**src/rtl/transaction_sequencer.sv**
```systemverilog
// Sequences NUM_STEPS travel/step phase pairs per transaction and reports success or failure,
// with abort, step-failure, per-phase watchdog and a saturating success counter.
module transaction_sequencer #(
    parameter int unsigned NUM_STEPS      = 4,
    parameter int unsigned IDX_W          = 3,
    parameter int unsigned TIMEOUT_CYCLES = 0,
    parameter int unsigned CNT_W          = 8
) (
    input  logic             clock,
    input  logic             resetn,
    input  logic             start_transaction,
    input  logic             done_travel,
    input  logic             done_step,
    input  logic             step_fail,
    input  logic             abort,
    output logic [IDX_W-1:0] step,
    output logic [IDX_W-1:0] travel,
    output logic             busy,
    output logic             finished_transaction,
    output logic             failed_transaction,
    output logic [IDX_W-1:0] fail_code,
    output logic             timeout,
    output logic [CNT_W-1:0] done_count
);

    localparam int unsigned WdW       = (TIMEOUT_CYCLES > 1) ? $clog2(TIMEOUT_CYCLES) : 1;
    localparam int unsigned WdLastInt = (TIMEOUT_CYCLES > 0) ? TIMEOUT_CYCLES - 1 : 0;
    localparam bit          WdEn      = (TIMEOUT_CYCLES > 0);

    localparam logic [WdW-1:0]   WdLast   = WdW'(WdLastInt);
    localparam logic [IDX_W-1:0] FirstIdx = IDX_W'(1);
    localparam logic [IDX_W-1:0] LastIdx  = IDX_W'(NUM_STEPS);
    localparam logic [CNT_W-1:0] CntMax   = {CNT_W{1'b1}};

    typedef enum logic [2:0] {StIdle, StTravel, StStep, StDone, StFail} state_e;

    state_e           state_q, state_d;
    logic [IDX_W-1:0] idx_q, idx_d;
    logic [WdW-1:0]   wd_q, wd_d;
    logic [IDX_W-1:0] fail_code_q, fail_code_d;
    logic             timeout_q, timeout_d;
    logic [CNT_W-1:0] done_count_q, done_count_d;

    logic             wd_expired;
    logic [WdW-1:0]   wd_inc;

    // Expiry only fires when no advancing event is seen; the caller checks events first.
    assign wd_expired = WdEn && (wd_q == WdLast);
    assign wd_inc     = WdEn ? wd_q + WdW'(1) : '0;

    always_ff @(posedge clock) begin
        if (!resetn) begin
            state_q      <= StIdle;
            idx_q        <= '0;
            wd_q         <= '0;
            fail_code_q  <= '0;
            timeout_q    <= 1'b0;
            done_count_q <= '0;
        end else begin
            state_q      <= state_d;
            idx_q        <= idx_d;
            wd_q         <= wd_d;
            fail_code_q  <= fail_code_d;
            timeout_q    <= timeout_d;
            done_count_q <= done_count_d;
        end
    end

    always_comb begin
        state_d      = state_q;
        idx_d        = idx_q;
        wd_d         = '0;
        fail_code_d  = fail_code_q;
        timeout_d    = timeout_q;
        done_count_d = done_count_q;
        unique case (state_q)
            StIdle: begin
                if (start_transaction) begin
                    state_d     = StTravel;
                    idx_d       = FirstIdx;
                    fail_code_d = '0;
                    timeout_d   = 1'b0;
                end
            end
            StTravel: begin
                if (abort) begin
                    state_d     = StFail;
                    fail_code_d = idx_q;
                end else if (done_travel) begin
                    state_d = StStep;
                end else if (wd_expired) begin
                    state_d     = StFail;
                    fail_code_d = idx_q;
                    timeout_d   = 1'b1;
                end else begin
                    wd_d = wd_inc;
                end
            end
            StStep: begin
                if (abort || step_fail) begin
                    state_d     = StFail;
                    fail_code_d = idx_q;
                end else if (done_step) begin
                    if (idx_q == LastIdx) begin
                        state_d = StDone;
                        if (done_count_q != CntMax) begin
                            done_count_d = done_count_q + CNT_W'(1);
                        end
                    end else begin
                        state_d = StTravel;
                        idx_d   = idx_q + FirstIdx;
                    end
                end else if (wd_expired) begin
                    state_d     = StFail;
                    fail_code_d = idx_q;
                    timeout_d   = 1'b1;
                end else begin
                    wd_d = wd_inc;
                end
            end
            StDone, StFail: begin
                state_d = StIdle;
                idx_d   = '0;
            end
            default: begin
                state_d = StIdle;
                idx_d   = '0;
            end
        endcase
    end

    always_comb begin
        step                 = '0;
        travel               = '0;
        busy                 = 1'b0;
        finished_transaction = 1'b0;
        failed_transaction   = 1'b0;
        unique case (state_q)
            StTravel: begin
                busy   = 1'b1;
                step   = idx_q;
                travel = idx_q;
            end
            StStep: begin
                busy = 1'b1;
                step = idx_q;
            end
            StDone:  finished_transaction = 1'b1;
            StFail:  failed_transaction   = 1'b1;
            default: ;
        endcase
    end

    assign fail_code  = fail_code_q;
    assign timeout    = timeout_q;
    assign done_count = done_count_q;

endmodule

```
**config.mk**
```make
export PLATFORM = sky130hd
export DESIGN_NAME = transaction_sequencer
export DESIGN_NICKNAME = d
export VERILOG_FILES = /design/src/rtl/transaction_sequencer.sv
export SDC_FILE = /design/constraint.sdc
export NUM_CORES = 1
export LEC_CHECK = 0
export ABC_CLOCK_PERIOD_IN_PS = 1500
export BUFFER_PORTS_ARGS = -buffer_cell sky130_fd_sc_hd__buf_2
export CORE_MARGIN = 4
export CORE_UTILIZATION = 45
export CTS_CLUSTER_SIZE = 20
export DETAILED_ROUTE_END_ITERATION = 10
export PLACE_DENSITY = 0.86
export SYNTH_ARGS = -nofsm -noshare
export SYNTH_HDL_FRONTEND = slang
export SYNTH_SLANG_ARGS = --single-unit
export TNS_END_PERCENT = 100
```
**constraint.sdc**
```tcl
create_clock -name clock -period 1.5 [get_ports clock]
set_input_delay 0.225 -clock clock [delete_from_list [all_inputs] [get_ports clock]]
set_output_delay 0.225 -clock clock [all_outputs]
set_load 0.05 [all_outputs]
```
# Yosys cells after proc, flatten, opt, wreduce, memory -nomap -nowiden
# Index checks and enable logic that the tools add are counted.
[word_totals]
output_inout_bits = 21
regBits = 17
[op_classes]
n_reduce_logical = 8
eq_ne = 14
muxes = 20
bitwise_logic = 2
n_addsub = 2
[op_table]
columns = ["cell", "n"]
rows = [
  ["two-way mux 3 bit", 13],
  ["case mux 3 bit (3 select lines)", 3],
  ["!= test 2 bit, second input constant", 6],
  ["AND reduction 5 bit", 2],
  ["adder 8 x 1 -> 8 bit, second input constant", 1],
  ["!= test 8 bit, second input constant", 1],
  ["equality test 3 x 2 -> 1 bit, second input constant", 2],
  ["equality test 3 bit, second input constant", 2],
  ["!= test 3 bit, second input constant", 2],
  ["AND reduction 4 bit", 1],
  ["adder 3 x 1 -> 3 bit, second input constant", 1],
  ["equality test 3 x 1 -> 1 bit, second input constant", 1],
  ["zero test 3 bit", 1],
  ["two-way mux 1 bit", 3],
  ["AND reduction 3 bit", 1],
  ["nonzero test 3 bit", 1],
  ["two-way mux 2 bit", 1],
  ["inverter 1 bit", 2],
  ["OR reduction 2 bit", 1],
  ["logical OR 1 bit", 1],
]

# Logic depth before layout (Yosys ltp)
# Gate-level depths: netlist of the first run.
[depth]
word_depth = 5
depth_mapped = 6
mapped_depth_nobuf = 6

# Least setup slack after synthesis of the first run
# No wires, ideal clock.
[synth_path]
kind = "register -> register"
from = "register state_q[1]"
to = "register fail_code_q[2] (netlist: fail_code[2])"
t_required_ps = 1430
setup_slack_ps = -744
setup_ps = 70
synth_period_minus_slack_ps = 2244
t_arrival_ps = 2174
path_stages_with_launch = 6
path_cell_list = "dfxtp_1 buf_4 xnor2_1 nor3b_1 mux2i_1 nor2_1"
[synth_between]
elab_chain_len = 3
elab_cells_between_ends = 9
cone_classes = "eq/ne (5); mux (1); reduce/logical (3)"
[synth_rtl]
columns = ["item", "line", "rtl"]
rows = [
  ["from (decl)", "37", "state_e state_q, state_d;"],
  ["from (signal assigned)", "53", "state_q <= StIdle;"],
  ["from (signal assigned)", "60", "state_q <= state_d;"],
  ["equality test 3 x 2 -> 1 bit (tied with other cells)", "76", "unique case (state_q)"],
  ["!= test 2 bit (no source line) or nonzero test 3 bit (tied branches)", "-", ""],
  ["AND reduction 4 bit (no source line)", "-", ""],
  ["to (signal assigned)", "63", "fail_code_q <= fail_code_d;"],
  ["to (decl)", "40", "logic [IDX_W-1:0] fail_code_q, fail_code_d;"],
]
# Parallel ways exist; a longest one is shown, timed or not.
# A chain may end at the register's enable or synchronous reset.

# Final worst setup path of the first run
[layout_path]
from = "register state_q[0]"
to = "output port step[2]"
[layout_between]
elab_chain_len = 3
elab_cells_between_ends = 4
cone_classes = "eq/ne (2); mux (1); reduce/logical (1)"
[layout_rtl]
columns = ["item", "line", "rtl"]
rows = [
  ["equality test 3 x 2 -> 1 bit or equality test 3 x 1 -> 1 bit (tied branches)", "138", "unique case (state_q)"],
  ["OR reduction 2 bit (no source line) (*)", "-", ""],
  ["two-way mux 3 bit (*)", "138", ""],
  ["to (decl)", "16", "output logic [IDX_W-1:0] step,"],
]
# Every way passes the cells marked *; elsewhere a longest branch is shown, timed or not.

==> results of run 1 <==
==> cells by family after synthesis <==
| group | share of synthesized area |
|---|---|
| compound gates | 0.196 |
| flops | 0.350 |
| mux | 0.0412 |
| fa+ha+maj | 0.0386 |
| buf+inv | 0.0515 |
| simple gates | 0.292 |
| other cells | 0.00386 |
| xor+xnor | 0.0270 |
==> sequential cells by signal (all words and copies together), names as in the netlist <==
register and cells:
done_count 8, fail_code 3, idx_q 3, state_q 3
==> worst min-delay path, stage by stage <==
cell	delay, ps
buf_2	80
buf_4	130
nor4_1	50
==> placed cells by master (no fill, tap or decap), drive strengths merged, types with 2 or more instances in the layout <==
master	netlist	routed
nor4	2	2
clkbuf	2	4
dfxtp	17	17
nor3	4	4
nand2	9	9
ha	3	3
mux2i	4	4
and4bb	2	2
xor2	2	2
nor2	10	10
nor3b	3	3
nand3	2	2
or3	4	4
inv	5	5
a21oi	7	7
buf	3	57
and2	5	5
o21ai	5	5
nand4	3	3
a2111oi	2	2
nand4b	2	2
a31oi	2	2
==> power by group through the flow <==
stage | Sequential (mW) | Combinational (mW) | Clock, mW
6_report | 0.468 | 0.334 | 0.268
5_1_grt | 0.469 | 0.346 | 0.292
4_1_cts | 0.466 | 0.271 | 0.263
3_5_place_dp | 0.475 | 0.232 | 0
3_3_place_gp | 0.474 | 0.221 | 0
2_1_floorplan | 0.479 | 0.151 | 0
==> routing by layer <==
layer  routed length, um  global-route usage  part of all wire  vias to the layer above
met3                 252              0.0490             0.064                       23
met4                 190               0.104             0.048                        0
li1                    -                   -                 -                      533
met1                1470               0.239              0.37                      555
met5                   0                   0                 0                        -
met2                2040               0.428              0.52                       73
==> area by class of cell <==
type | instances | area, um2 | area share
Clock inverter | 1 | 7.51 | 0.00440
Timing Repair Buffer | 58 | 499 | 0.292
Tap cell | 27 | 33.8 | 0.0198
Multi-Input combinational cell | 86 | 758 | 0.444
Sequential cell | 17 | 364 | 0.213
Inverter | 6 | 22.5 | 0.0132
Clock buffer | 3 | 22.5 | 0.0132
==> worst min-delay path by stage <==
stage / to / slack (ps) / cells after the start
5_1_grt: state_q[1] / 220 / 3
3_3_place_gp: fail_code[0] / 470 / 2
3_5_place_dp: done_count[7] / 480 / 2
2_1_floorplan: state_q[1] / 300 / 1
6_report: state_q[1] / 220 / 3
4_1_cts: state_q[1] / 220 / 3
==> repair_timing <==
item	4_1_cts	5_1_grt
setup buffers	4	7
cloned	0	1
pin swaps	8	14
resized for setup	31	28
setup endpoints to repair	15	23
==> results.toml, run 1 <==
[logic_synthesis]
ys_ff_latch = 17
netlist_area_um2 = 972
yosys_warnings = 0
ys_top_cells_by_count = "17 x dfxtp_1, 10 x nor2_1, 9 x nand2_1, 7 x a21oi_1"
netlist_instances = 114
yosysSeqAreaShare = 0.350
synth-main-ff-cell = "dfxtp_1"
synth_top_area_share = 0.350
postSynthAreaPerCell_um2 = 8.53
synth_edf_count = 0
synthesis.nets = 124
synth_area_leader_cell = "dfxtp_1"
async_flop_share = 0
ys_types = 40
yosysMostFrequentCell = "dfxtp_1"
ys_top_cells_by_area = "dfxtp_1 35%, mux2i_1 4.1%, ha_1 3.9%, nor2_1 3.9%, a21oi_1 3.6%"

[critical_path]
reg2regPathDepth = 7
path_buf_inv = 2
cpMostUsedCell = "buf_6"
crit_path_end = "step[2]"
r2r_slack_ps = -110
end_kind = "primary output"
crit_type = "reg -> out"
cp.depth = 4
startpoint_type = "register"
r2r_end = "done_count[3]"
cp-startpoint = "state_q[0]"
worst-path-max-fanout = 4
r2r-start = "idx_q[1]"
cp.required_ps = 1270
crit_path_max_incr_delay_ps = 390
critPathArrivalTime_ps = 1410
critical-path-top-delay-family = "flip-flops"
cpMaxStageDelayCell = "dfxtp_4"
cp_cell_sequence = "buf_6 > xnor2_4 > nor3b_4 > buf_6"

[sta]
max_freq_mhz = 613
whs_ps = 217
setup_ws_ps = -132
setup_tns_ps = -1800
worst_slew_pin_slew_ps = 550
fin_crit_sh = 1.09
fin_skew_ps = 16.0
finalHoldViolations = 0
rsz0062_at_grt = "true"
slew_violations = 0
period_minus_slack_ps = 1630
setup_violations = 22
slew_headroom = 0.631

[cells_and_area]
layout-drive-gt1-share = 0.626
final_cells = 198
fin_util = 0.853
n_antenna_cell = 0
layout.nets = 182
fillCellCount = 110
syn2layout_area_growth_pct = 75.7
final_cell_area_um2 = 1710

[routing]
wl_mm = 3.95
routed_via_density = 5.98
drc = 0
vias = 1184
wl_per_cell_um = 19.9
firstDrtPassIters = 4
detail_route.iter0.violations = 59
detail-route-antenna-nets = 0

[global_routing]
grt_antenna_before_repair = 0
grt_max_degree = 12
grt_pass1_vias = 1115
gr-total-overflow = 0
grt_first_pass_wirelength_mm = 4.91
grt_use_total = 0.228

[power_and_ir_drop]
p_seq_frac = 0.438
clkPwrFrac = 0.250
p_leak_nw = 0.688
power_density_nw_per_um2 = 626
power_switching_mw = 0.362
combPwrFrac = 0.312
p_total_mw = 1.07
p_sw_frac = 0.339
max-vdd-ir-drop_v = 0.000473
p_int_mw = 0.708

[status]
status = "finished, violations left"
violations = "setup timing"

[placed_design]
portBuffers = 26
post_dp_cell_area_um2 = 1350
hpwl_mm = 2.09
dp.cells = 182
gp_congestion = 0.800
pre_cts_slack_ps = -135

[floorplanning]
die_y_um = 54.5
io_pins = 28
rows = 16
initial_core_util = 0.486
dieArea_um2 = 2970
coreArea_um2 = 2000
die_w_um = 54.5

[clocking]
ctsHtreeMaxLevel = 1
cts_tree = "done"
cts-root-buf = "clkbuf_4"
cts.sinks = 17
numCtsBuffers = 3
clockBufferDepth = 2
cts_hold_buf = 0
clk_pin_slew_ps = 120
clk_latency_ps = 310

[min_path]
hold_start = "abort"
holdCritPathClass = "in -> reg"

[run]
cap_violations = 0
Power figures use the tool's default switching activity.
==> run 2: changes to the inputs <==
- MAX_ROUTING_LAYER: unset -> met4
- PLACE_DENSITY: 0.86 -> unset
- PLACE_DENSITY_LB_ADDON: unset -> 0.08
==> results.toml, run 2 (same netlist as run 1, synthesis figures left out) <==
[status]
violations = "setup timing"
status = "finished, violations left"

[global_routing]
grt_use_total = 0.204
grt_pass1_vias = 954
grt_max_degree = 13
grt_first_pass_wirelength_mm = 4.20
gr-total-overflow = 0
grt_antenna_before_repair = 0

[placed_design]
gp_congestion = 0.815
portBuffers = 26
hpwl_mm = 1.97
dp.cells = 181

[sta]
fin_skew_ps = 4.35
setup_ws_ps = -119
max_freq_mhz = 618
finalHoldViolations = 0
fin_crit_sh = 1.08
setup_violations = 17
slew_violations = 0
rsz0062_at_grt = "true"
period_minus_slack_ps = 1620

[routing]
wl_met2_mm = 1.47
wl_per_cell_um = 14.5
drc = 0
wl_met1_mm = 1.17
detail_route.iter0.violations = 15
detail-route-antenna-nets = 0
vias = 1043
wl_met3_um = 115
wl_mm = 2.78
firstDrtPassIters = 4
top_layer = "met4"
routed_via_density = 5.46

[clocking]
cts_tree = "done"
clockBufferDepth = 2
clk_pin_slew_ps = 90
ctsHtreeMaxLevel = 1
cts.sinks = 17
cts-root-buf = "clkbuf_4"
numCtsBuffers = 3
cts_hold_buf = 0
clk_latency_ps = 290

[cells_and_area]
fillCellCount = 138
largest_register_ffs = 8
seq_area_um2 = 364
fin_util = 0.796
final_cells = 191
n_antenna_cell = 0
multi_input_area_um2 = 722
syn2layout_area_growth_pct = 64.0
layout.nets = 175
layout-drive-gt1-share = 0.537
layout_commonest_cell = "buf_4"
layout_common_cells = "18 x buf_4, 17 x buf_2, 12 x buf_6"

[power_and_ir_drop]
max-vdd-ir-drop_v = 0.000562
power_density_nw_per_um2 = 627
p_leak_nw = 0.648

[critical_path]
end_kind = "register"
critPathArrivalTime_ps = 1840
crit_type = "reg -> reg"
worst-path-max-fanout = 3
cp_cell_sequence = "inv_2 > ha_4 > and4bb_2 > o2111a_1 > or4b_1 > a21oi_1"
crit_path_max_incr_delay_ps = 440
cpMaxStageDelayCell = "or4b_1"
critical-path-top-delay-family = "simple AND/OR/NAND/NOR gates"
path_buf_inv = 1
startpoint_type = "register"
cp.required_ps = 1720

[floorplanning]
io_pins = 28
die_w_um = 54.5
die_y_um = 54.5
coreArea_um2 = 2000
rows = 16
dieArea_um2 = 2970
initial_core_util = 0.486

[min_path]
holdCritPathClass = "in -> reg"

[run]
cap_violations = 0
-- run 2: changes by cell type in the layout (fill, tap and decap cells not counted), moves of 2 or more --
| cell | before | now |
|---|---|---|
| a21oi_2 | 3 | 1 |
| buf_4 | 22 | 18 |
| buf_6 | 15 | 12 |
| a21oi_1 | 4 | 6 |
-- run 2: final timing paths --
kind	start	endpoint	slack, ps	cells past startpoint
worst max-delay path	idx_q[1]	done_count[7]	-120	6
worst min-delay path	resetn	idx_q[2]	190	3
worst max register to register	idx_q[1]	done_count[7]	-120	6
worst min register to register	fail_code[2]	fail_code[2]	500	2
-- run 2: worst register-to-register path: cells and delay by family (launching register included) --
family                     cells  cell delay, ps
AOI/OAI and AO/OA              2             320
adders and majority gates      1             130
DFF                            1             340
buffers and inverters          1              70
and+or+nand+nor                2             690
-- run 2: repair_timing --
item | CTS | global route
gates resized for setup | 28 | 17
pin swaps | 8 | 7
buffers inserted | 2 | 4
setup endpoints to repair | 11 | 21
-- run 2: cell type report --
cell class                 instances  share of cell area
timing repair buffer              51               0.267
multi-input combinational         86               0.453
sequential                        17               0.228
tap                               27              0.0212
clock buffer                       4              0.0165
inverter                           6              0.0141
-- run 2: metrics by stage --
stage | power (mW) | setup WS [ps] | instance area (um2) | setup TNS (ps) | hold WS (ps)
finish | 1.00 | -119 | 1590 | -683 | 191
global route | 1.06 | -182 | 1590 | -1980 | 176
CTS | 0.970 | -131 | 1480 | -661 | 190
detailed placement | 0.703 | -118 | 1350 | -120 | 481
global placement | 0.698 | -47.2 | 1350 | -47.2 | 472
floorplan | 0.630 | -91.1 | 1060 | -461 | 304
-- run 2: where the power goes --
part	leakage (nW)	switching (mW)	internal, mW
logic	0.488	0.156	0.139
clock network	0.0150	0.137	0.103
registers	0.145	0.00702	0.458
total	0.648	0.299	0.701
-- run 2: layer usage --
layer  GRT usage  vias up
met5           -        -
met4      0.0705        0
met3      0.0409        4
met2       0.367       26
met1       0.221      491
li1            -      522
==> run 3: changes to the inputs <==
- ABC_CLOCK_PERIOD_IN_PS: 1500 -> 1650
- CORE_UTILIZATION: 45 -> 50
- clock period: 1.5 -> 1.65 ns (I/O delays scaled with it)
==> results.toml, run 3 (same netlist as run 1, synthesis figures left out) <==
[power_and_ir_drop]
max-vdd-ir-drop_v = 0.000636
p_leak_nw = 0.579
power_density_nw_per_um2 = 625

[critical_path]
worst-path-max-fanout = 6
end_kind = "primary output"
reg2regPathDepth = 6
r2r_end = "done_count[7]"
critPathArrivalTime_ps = 1450
startpoint_type = "register"
cp.required_ps = 1400
cp-startpoint = "state_q[1]"
r2r_slack_ps = 20
crit_type = "reg -> out"
r2r-start = "idx_q[1]"
crit_path_end = "finished_transaction"

[routing]
drc = 0
wl_mm = 2.56
detail-route-antenna-nets = 0
firstDrtPassIters = 4
wl_per_cell_um = 14.3
wl_met1_mm = 1.09
wl_met2_mm = 1.29
routed_via_density = 5.64
wl_met3_um = 109
vias = 1010
detail_route.iter0.violations = 18
top_layer = "met4"

[cells_and_area]
fillCellCount = 132
largest_register_ffs = 8
n_antenna_cell = 0
multi_input_area_um2 = 669
layout-drive-gt1-share = 0.468
final_cells = 179
syn2layout_area_growth_pct = 43.8
layout_common_cells = "18 x buf_2, 18 x buf_4, 9 x nor2_1, 9 x nand2_1, 9 x dfxtp_1"
seq_area_um2 = 355
layout.nets = 165

[clocking]
cts_tree = "done"
clk_latency_ps = 300
cts.sinks = 17
ctsHtreeMaxLevel = 1
numCtsBuffers = 3
cts-root-buf = "clkbuf_4"
clk_pin_slew_ps = 100
clockBufferDepth = 2

[placed_design]
portBuffers = 26
gp_congestion = 0.841
dp.cells = 172
hpwl_mm = 1.78

[sta]
finalHoldViolations = 0
fin_crit_sh = 1.03
setup_violations = 1
whs_ps = 209
max_freq_mhz = 590
rsz0062_at_grt = "true"
setup_ws_ps = -44.4
period_minus_slack_ps = 1690
fin_skew_ps = 4.14
slew_violations = 0

[global_routing]
grt_pass1_vias = 1010
grt_first_pass_wirelength_mm = 4.21
grt_use_total = 0.213
gr-total-overflow = 0
grt_antenna_before_repair = 0
grt_max_degree = 15

[run]
cap_violations = 0

[status]
violations = "setup timing"
status = "finished, violations left"

[floorplanning]
die_w_um = 52.1
die_y_um = 52.1
dieArea_um2 = 2710
coreArea_um2 = 1780
io_pins = 28
initial_core_util = 0.545
rows = 15

[min_path]
holdCritPathClass = "in -> reg"
## run 3: layer usage
layer | up-vias | track usage
met5 | - | -
met4 | 0 | 0.127
met3 | 7 | 0.0458
met2 | 27 | 0.366
met1 | 472 | 0.222
li1 | 504 | -
## run 3: power by group
group	switching (mW)	internal (mW)
Combinational	0.117	0.0880
Clock	0.140	0.0924
Sequential	0.0173	0.419
## run 3: worst min-delay path by stage
stage                  start  cells past startpoint  slack (ps)       endpoint
2_1_floorplan          abort                      1         330     state_q[1]
3_3_place_gp        idx_q[1]                      2         470       idx_q[1]
3_5_place_dp   done_count[7]                      2         480  done_count[7]
4_1_cts               resetn                      3         200       idx_q[2]
5_1_grt               resetn                      3         230       idx_q[2]
6_report              resetn                      3         210       idx_q[2]
## run 3: worst max-delay path, stage by stage, from the launching register on
cell and delay (ps):
dfxtp_4 410, buf_6 140, inv_1 90, nor3b_2 260, buf_4 250
## run 3: through the flow
stage	total power, mW	setup WS (ps)	area [um2]	utilization	setup TNS [ps]
3_5_place_dp	0.617	-34.9	1230	0.688	-34.9
4_1_cts	0.855	6.43	1310	0.732	0
3_3_place_gp	0.613	61.7	1230	0.688	0
2_1_floorplan	0.563	-61.9	1000	-	-195
5_1_grt	0.917	-96.0	1400	0.784	-239
6_report	0.873	-44.4	1400	0.784	-44.4
## run 3: final cells by class
class | instances | area share
clock buffers | 3 | 0.0161
multi-input cells | 86 | 0.479
clock inverters | 1 | 0.00537
flip-flops and latches | 17 | 0.254
well taps | 25 | 0.0224
repair buffers | 41 | 0.207
inverters | 6 | 0.0161
## run 3: what timing repair did
| item | CTS | global route |
|---|---|---|
| setup buffers | 1 | 2 |
| hold buffers | 0 | 0 |
| resized for setup | 17 | 21 |
| pin swaps | 2 | 5 |
| endpoints found under the setup margin | 9 | 15 |
